$ cat src/rtl/cic_decimator.sv
// Decimator behind the CIC moving-sum: keeps one sample in R, removes the CIC gain with a
// rounded arithmetic shift, saturates, and queues results in a 2-entry output buffer.
module cic_decimator #(
    parameter int width_H = 5,
    parameter int width_W = 20,
    parameter int R       = 32,
    parameter int PHASE   = 0,
    parameter int SHIFT   = 5,
    parameter int OUT_W   = 20
) (
    input  logic                              clk,
    input  logic                              rst,
    input  logic                              data_i_en,
    input  logic signed [width_H+width_W-1:0] data_i,
    input  logic                              sync_i,
    input  logic                              overflow_clr,
    output logic                              data_o_valid,
    input  logic                              data_o_ready,
    output logic signed [OUT_W-1:0]           data_o,
    output logic                              sat_o,
    output logic                              overflow
);

    localparam int IW    = width_H + width_W;
    localparam int IW1   = IW + 1;
    localparam int CNT_W = (R > 1) ? $clog2(R) : 1;

    localparam logic [CNT_W-1:0]  PHASE_C = CNT_W'(PHASE);
    localparam logic [CNT_W-1:0]  LAST_C  = CNT_W'(R - 1);
    // Half an LSB of the shifted result; zero when SHIFT is 0, which makes the stage a pass-through.
    localparam logic signed [IW:0] ROUND_C = IW1'((2 ** SHIFT) / 2);
    localparam logic signed [IW:0] MAX_C   = IW1'((2 ** (OUT_W - 1)) - 1);
    localparam logic signed [IW:0] MIN_C   = ~MAX_C;

    function automatic logic signed [IW:0] round_shift(input logic signed [IW-1:0] x);
        logic signed [IW:0] sum;
        sum = {x[IW-1], x} + ROUND_C;
        return sum >>> SHIFT;
    endfunction

    // Returns {sat, clamped value}.
    function automatic logic [OUT_W:0] saturate(input logic signed [IW:0] v);
        if (v > MAX_C) begin
            return {1'b1, MAX_C[OUT_W-1:0]};
        end else if (v < MIN_C) begin
            return {1'b1, MIN_C[OUT_W-1:0]};
        end
        return {1'b0, v[OUT_W-1:0]};
    endfunction

    logic [CNT_W-1:0] cnt;
    logic [CNT_W-1:0] cnt_eff;
    logic [CNT_W-1:0] cnt_next;
    logic             keep;

    // A sync strobe realigns the counter so the coincident sample already counts as phase 0.
    always_comb begin
        cnt_eff  = sync_i ? '0 : cnt;
        keep     = data_i_en && (cnt_eff == PHASE_C);
        cnt_next = cnt;
        if (data_i_en) begin
            cnt_next = (cnt_eff == LAST_C) ? '0 : cnt_eff + 1'b1;
        end else if (sync_i) begin
            cnt_next = '0;
        end
    end

    logic                    vld_p0, vld_p1, vld_p2;
    logic signed [IW-1:0]    data_p0;
    logic signed [IW:0]      data_p1;
    logic signed [OUT_W-1:0] data_p2;
    logic                    sat_p2;

    always_ff @(posedge clk or negedge rst) begin
        if (!rst) begin
            cnt    <= '0;
            vld_p0 <= 1'b0;
            vld_p1 <= 1'b0;
            vld_p2 <= 1'b0;
        end else begin
            cnt    <= cnt_next;
            vld_p0 <= keep;
            vld_p1 <= vld_p0;
            vld_p2 <= vld_p1;
        end
    end

    always_ff @(posedge clk) begin
        // p0: captured sample
        data_p0 <= data_i;
        // p1: gain removed with round-half-up
        data_p1 <= round_shift(data_p0);
        // p2: clamped to output range
        {sat_p2, data_p2} <= saturate(data_p1);
    end

    logic [1:0]              count;
    logic [1:0]              count_next;
    logic signed [OUT_W-1:0] head_data, tail_data;
    logic                    head_sat, tail_sat;
    logic                    pop, push, drop;
    logic                    head_from_new, head_from_tail, tail_load;

    // A pop in the same cycle frees a slot, so a full buffer only drops when nothing leaves.
    always_comb begin
        pop            = (count != 2'd0) && data_o_ready;
        push           = vld_p2 && ((count != 2'd2) || pop);
        drop           = vld_p2 && (count == 2'd2) && !pop;
        head_from_new  = push && ((count == 2'd0) || ((count == 2'd1) && pop));
        head_from_tail = pop && (count == 2'd2);
        tail_load      = push && (((count == 2'd1) && !pop) || ((count == 2'd2) && pop));
        count_next     = count;
        if (push && !pop) begin
            count_next = count + 2'd1;
        end else if (pop && !push) begin
            count_next = count - 2'd1;
        end
    end

    always_ff @(posedge clk or negedge rst) begin
        if (!rst) begin
            count     <= 2'd0;
            overflow  <= 1'b0;
            head_data <= '0;
            head_sat  <= 1'b0;
        end else begin
            count <= count_next;
            if (drop) begin
                overflow <= 1'b1;
            end else if (overflow_clr) begin
                overflow <= 1'b0;
            end
            if (head_from_new) begin
                head_data <= data_p2;
                head_sat  <= sat_p2;
            end else if (head_from_tail) begin
                head_data <= tail_data;
                head_sat  <= tail_sat;
            end
        end
    end

    always_ff @(posedge clk) begin
        if (tail_load) begin
            tail_data <= data_p2;
            tail_sat  <= sat_p2;
        end
    end

    assign data_o_valid = (count != 2'd0);
    assign data_o       = head_data;
    assign sat_o        = head_sat;

endmodule

$ cat config.mk
export PLATFORM = sky130hd
export DESIGN_NAME = cic_decimator
export DESIGN_NICKNAME = d
export VERILOG_FILES = /design/src/rtl/cic_decimator.sv
export SDC_FILE = /design/constraint.sdc
export NUM_CORES = 1
export LEC_CHECK = 0
export CORE_AREA = 2 2 97 99
export DETAILED_ROUTE_END_ITERATION = 16
export DIE_AREA = 0 0 99 101
export GPL_ROUTABILITY_DRIVEN = 0
export GPL_TIMING_DRIVEN = 0
export PLACE_DENSITY_LB_ADDON = 0.1
export SLEW_MARGIN = 20
export SYNTH_ARGS = -nofsm -noshare
export SYNTH_HDL_FRONTEND = slang
export SYNTH_SLANG_ARGS = --single-unit
$ cat constraint.sdc
create_clock -name clk -period 4.1 [get_ports clk]
set_clock_uncertainty 0.2 [all_clocks]
set_input_delay 0.41 -clock clk [delete_from_list [all_inputs] [get_ports clk]]
set_output_delay 0.41 -clock clk [all_outputs]
set_load 0.1 [all_outputs]
==> results of run 1 <==
[state kept, by name, indices dropped and copies added, names as in the netlist, 2 cells and up]
signal     cells
cnt            5
count          2
data_o        20
data_p0       21
data_p1       21
data_p2       20
tail_data     20
[logic make-up (layout without fill, tap and decap cells)]
family                     count (synthesis)  in the layout  synth area share, %
DFF                                      116            116                 65.4
adders and majority gates                  8              8                 2.43
muxes                                     22             22                 5.38
AOI/OAI and AO/OA                         52             52                 6.87
buffers and inverters                     21            103                 2.19
and+or+nand+nor                          109            109                 12.9
xor gates and xnor gates                  23             23                 4.89
[worst min path at each step]
| stage | start | to | cells past startpoint |
|---|---|---|---|
| final | data_i_en | vld_p0$_DFF_PN0_ | 2 |
| after global routing | rst | count[0]$_DFFE_PN0P_ | 2 |
| after detailed placement | rst | count[0]$_DFFE_PN0P_ | 1 |
| after floorplan | rst | cnt[0]$_DFF_PN0_ | 0 |
| after CTS | data_i_en | cnt[1]$_DFF_PN0_ | 3 |
| after global placement | vld_p1$_DFF_PN0_ | vld_p2$_DFF_PN0_ | 0 |
[per-layer routing]
metal  GRT usage (%)  vias to the layer above
met4            7.80                        0
met5               0                        -
met2            25.2                       50
met3            6.10                       10
met1            17.0                     1157
li1                -                     1328
[power breakdown]
| group | total [W] | switching [W] | internal, W | leakage (nW) |
|---|---|---|---|---|
| Clock | 0.00148 | 0.000519 | 0.000963 | 0.305 |
| Sequential | 0.00149 | 0.000111 | 0.00138 | 1.10 |
| Combinational | 0.00151 | 0.00111 | 0.000393 | 0.919 |
| Total | 0.00447 | 0.00174 | 0.00273 | 2.32 |
[cell usage after synthesis]
cell      instances
ha_1              8
a22oi_1           1
nor2b_1           4
dfrtp_1          32
o211a_1           1
edfxtp_1         21
a22o_1            1
and2_1            2
clkbuf_1          7
and3b_1           1
nor3_4            1
nand2b_1          2
a21boi_0          2
dfxtp_1          63
nand4_1           3
and3_1            3
nor3_1            1
nor3_2            2
buf_2             6
nand3_1           8
xor2_1            6
mux2i_1          21
nand3_2           1
a21oi_1          21
nand3b_1          2
buf_4             1
xnor2_1          17
nor2_1           45
nand2_1          30
o21ai_0          24
nand4_4           1
and4_1            2
o21ai_2           1
mux2_2            1
o21a_1            1
nor2_2            1
inv_1             7
[final cells by class]
type | count | area (sq um) | area share (%)
Buffer | 14 | 63.8 | 1.18
Sequential cell | 116 | 2690 | 50.0
Tap cell | 111 | 139 | 2.58
Clock inverter | 11 | 134 | 2.48
Timing Repair Buffer | 50 | 505 | 9.38
Multi-Input combinational cell | 214 | 1350 | 25.0
Inverter | 7 | 26.3 | 0.488
Clock buffer | 21 | 482 | 8.94
[stage by stage]
stage / hold slack [ns] / total power (W) / instances / worst slack [ns]
CTS: 0.0745 / 0.00452 / 544 / 0.979
finish: 0.0831 / 0.00447 / 544 / 1.01
global placement: 0.137 / 0.00299 / 510 / -0.369
global route: 0.109 / 0.00467 / 544 / 0.916
detailed placement: 0.0979 / 0.00303 / 511 / 1.51
floorplan: -0.0856 / 0.00264 / 351 / 0.116
==> metrics, run 1 <==
outcome=finished clean; post-DP HPWL=between 4000 and 5000 um; starting density of the core=roughly 46%; Final Hold Fails=0; n_diodes=0; Worst Setup End Kind=output pin; drt initial violations=91; post-route design area=5390 sq um; top cells by area, synth=dfxtp_1 (31%), dfrtp_1 (19%), edfxtp_1 (15%); grt ovf=0; met3 WL=roughly 320 um; WL per Instance=~13 um; Fin Setup TNS=0 ns; gr usage total=between 10% and 20%; Max Cap Violations=0; Fmax=0.323 GHz; Synthesized Nets=390; DRC=0; power per cell area=about 830 nW/um^2; Met1 Wirelength=between 2000 and 3000 um; fillcell total=between 700 and 800; fin crit share=between 70% and 80%; DR vias=between 2000 and 3000; Min-Delay Path Class=input port to flip-flop; Arr. time, crit path=~2.5 ns; synth unique cells=37; initial antenna violation count=0; FF-to-FF path depth=6; CP max stage delay=1.14 ns; Core Box Area=between 8000 and 9000 sq um; antenna-violating nets left=0; Top Ports=54; synth warn=0; Req. time, crit path=approximately 3.5 ns; hold buffer count at cts=1; Core Util, Final=about three fifths; Synth Instances=approximately 350; Top Metal Used=met4; Synth top area share=between 30% and 40%; Worst slew margin=between 30% and 40%; Max Buffers Root-to-Sink=2; WL met2=about 3400 um; maximum VDD drop=about 380 uV; crit path kind=flip-flop to output pin; Critical Path Start=count[0]$_DFFE_PN0P_; CTS Buf Count=17; die height=101 um; Clk Tree Root Cell=clkbuf_8; crit-path most repeated cell=inv_1; Initial DRT Pass Iterations=4; synthesized cell area=4120 sq um; post-synth top area cell=dfxtp_1; Reg2Reg Capture Point=tail_data[19]$_DFFE_PP_; Leak=around 2.3 nW; Yosys reg bits=116; largest net degree at the start of global routing=25; # port buffers=between 40 and 50; CTS tree=done; Layout area overhead=30.9%; Final Setup Violations=0; RSZ-0062 raised after global routing=false; Setup crit end=data_o_valid; die area=between 9000 and 10000 sq um; Skew-Pair Late Insertion Delay=slightly above 0.5 ns; Worst Max-Slew Pin Slew=0.977 ns; Via density=between 4 and 5; WL final=between 6000 and 7000 um; first-pass GRT wire length=roughly 12000 um; CP Cell Sequence=inv_1 > ha_1 > inv_1 > clkdlybuf4s50_1; Slew Viols, Final=0; vias in the first global route=2531; CP bufs+invs=3; placed cell areas=about 4800 sq um; commonest non-fill, non-tap cell in the layout=dfxtp_1; Die Wd=~100 um; leading cell types in the layout, fill and taps excluded=dfxtp_1 (63), clkdlybuf4s50_1 (47), nor2_1 (45); Top delay family on crit path=buffers and inverters; Startpoint Class=flip-flop; Syn Area/Cell=11.7 sq um; number of core rows=35; Seq/Total Area, Yosys=between 60% and 70%; CTS resizes=0; crit-path max FO=3; layout cell share with drive strength beyond 1=11.3%; post-layout minimum cycle time=~3.1 ns; clock-pin slew on the worst setup and hold paths=roughly 0.06 ns; WP depth=4; H-tree depth=4; CTS Sinks=roughly 120; CP max stage cell=clkdlybuf4s50_1; Layout Nets=approximately 460; postcts setup bufs=0; reg2reg start=count[0]$_DFFE_PN0P_; R2R setup slack=~1.6 ns
Note: power is estimated with default switching activity, not from simulation.
==> inputs of run 2 (changes only) <==
==> constraint.sdc (replaced) <==
create_clock -name clk -period 3.15 [get_ports clk]
set_clock_uncertainty 0.2 [all_clocks]
set_input_delay 0.315 -clock clk [delete_from_list [all_inputs] [get_ports clk]]
set_output_delay 0.315 -clock clk [all_outputs]
set_load 0.1 [all_outputs]
==> metrics, run 2 (same netlist as run 1, synthesis figures left out) <==
outcome=finished clean; Critical Path Start=count[0]$_DFFE_PN0P_; H-tree depth=4 (unchanged); clock-pin slew on the worst setup and hold paths=0.05 ns (about the same); post-route design area=5320 sq um (-1.2%); Final WS setup=0.204 ns (-0.804 ns); gr usage total=14.8% (-0.39 points); dpl ws=0.667 ns (-0.847 ns); CP max stage cell=clkdlybuf4s50_1; Max Buffers Root-to-Sink=2 (unchanged); Layout Nets=461 (+0.44%); Die Wd=99 um (unchanged); layout cell share with drive strength beyond 1=11.0% (-0.28 points); CP max stage delay=1.14 ns (about the same); commonest non-fill, non-tap cell in the layout=dfxtp_1; WL final=6610 um (-3.6%); crit path kind=flip-flop to output pin; CTS Buf Count=17 (unchanged); Core Util, Final=59.3% (-0.74 points); placed cell areas=4760 sq um (unchanged); largest net degree at the start of global routing=30 (+20%); Top Ports=54 (unchanged); Via density=4.65 (-0.56%); crit-path most repeated cell=inv_1; antenna-violating nets left=0 (unchanged); Slew Viols, Final=0 (unchanged); Top delay family on crit path=buffers and inverters; CP Cell Sequence=inv_1 > ha_1 > inv_1 > clkdlybuf4s50_1; Leak=2.29 nW (-1.4%); Min-Delay Path Class=input port to flip-flop; WL per Instance=12.1 um (-4.0%); CTS Sinks=116 (unchanged); CTS tree=done; Worst Setup End Kind=output pin; post-DP HPWL=4440 um (-4.8%); number of core rows=35 (unchanged); post-layout minimum cycle time=around 2.9 ns; Worst slew margin=34.6% (-0.040 points); fin crit share=approximately 94%; Layout area overhead=29.3%; top flop regs=data_p0 (21), data_p1 (21); fillcell total=772 (+8.9%); Final Setup Violations=0 (unchanged); Fmax=approximately 0.34 GHz; Core Box Area=8980 sq um (unchanged); die area=10000 sq um (unchanged); grt ovf=0 (unchanged); DRC=0 (unchanged); Startpoint Class=flip-flop; n_diodes=0 (unchanged); starting density of the core=45.9% (unchanged); postcts setup bufs=0 (unchanged); initial antenna violation count=0 (unchanged); Clk Tree Root Cell=clkbuf_8; maximum VDD drop=381 uV (+1.4%); Req. time, crit path=2.63 ns (-0.86 ns); # port buffers=48 (unchanged); worst hold start=data_i[17]; CTS resizes=0 (unchanged); Worst Max-Slew Pin Slew=0.978 ns (+0.000606 ns); Fin Setup TNS=0 ns (unchanged); first-pass GRT wire length=11400 um (-1.3%); leading cell types in the layout, fill and taps excluded=dfxtp_1 (63), clkdlybuf4s50_1 (47), nor2_1 (45); hold buffer count at cts=3 (+2); Arr. time, crit path=2.43 ns (-0.05 ns); power per cell area=1040 nW/um^2 (+25%); Final Hold Fails=0 (unchanged); Skew-Pair Late Insertion Delay=0.49 ns (-0.02 ns); drt initial violations=85 (-6.6%); Max Cap Violations=0 (unchanged); Initial DRT Pass Iterations=6 (+2); CP bufs+invs=3 (unchanged); crit-path max FO=3 (unchanged); die height=101 um (unchanged); vias in the first global route=2536 (+0.20%); reg2reg start=count[0]$_DFFE_PN0P_; DR vias=2540 (-0.20%); RSZ-0062 raised after global routing=false
==> run 2: where the power goes <==
group / total (W) / internal [W] / switching (W)
Clock: 0.00166 / 0.00104 / 0.000616
Sequential: 0.00193 / 0.00179 / 0.000139
Combinational: 0.00195 / 0.000513 / 0.00144
Total: 0.00554 / 0.00334 / 0.00220
==> run 2: through the flow <==
stage / std cells / power, W / hold slack, ns
2_1_floorplan: 351 / 0.00344 / -0.181
3_3_place_gp: 510 / 0.00390 / 0.137
3_5_place_dp: 511 / 0.00393 / -0.0590
4_1_cts: 546 / 0.00561 / 0.0341
5_1_grt: 546 / 0.00580 / 0.0279
6_report: 546 / 0.00554 / 0.0587
==> run 2: final timing paths <==
kind,to,slack [ns],depth (start not counted)
max,data_o_valid,0.20,4
min,data_p0[17]$_DFF_P_,0.06,1
max reg2reg,tail_data[12]$_DFFE_PP_,0.74,6
min reg2reg,vld_p2$_DFF_PN0_,0.15,0
max in group asynchronous,data_o[2]$_DFFE_PN0P_,2.03,3
min in group asynchronous,count[0]$_DFFE_PN0P_,0.12,3
==> run 2: layout make-up <==
type | instances | area, sq um | area share (%)
clock buffers | 23 | 477 | 8.96
inverters | 7 | 26.3 | 0.494
repair buffers | 52 | 526 | 9.87
flip-flops and latches | 116 | 2690 | 50.6
well taps | 111 | 139 | 2.61
clock inverters | 9 | 52.6 | 0.987
plain buffers | 14 | 63.8 | 1.20
multi-input cells | 214 | 1350 | 25.3
==> run 2: layer usage <==
metal / share of wire, % / up-vias / GRT usage, %
li1: - / 1328 / -
met2: 50 / 52 / 25.0
met3: 4.6 / 6 / 5.69
met1: 45 / 1154 / 16.7
met4: 1.2 / 0 / 6.85
met5: 0 / - / 0
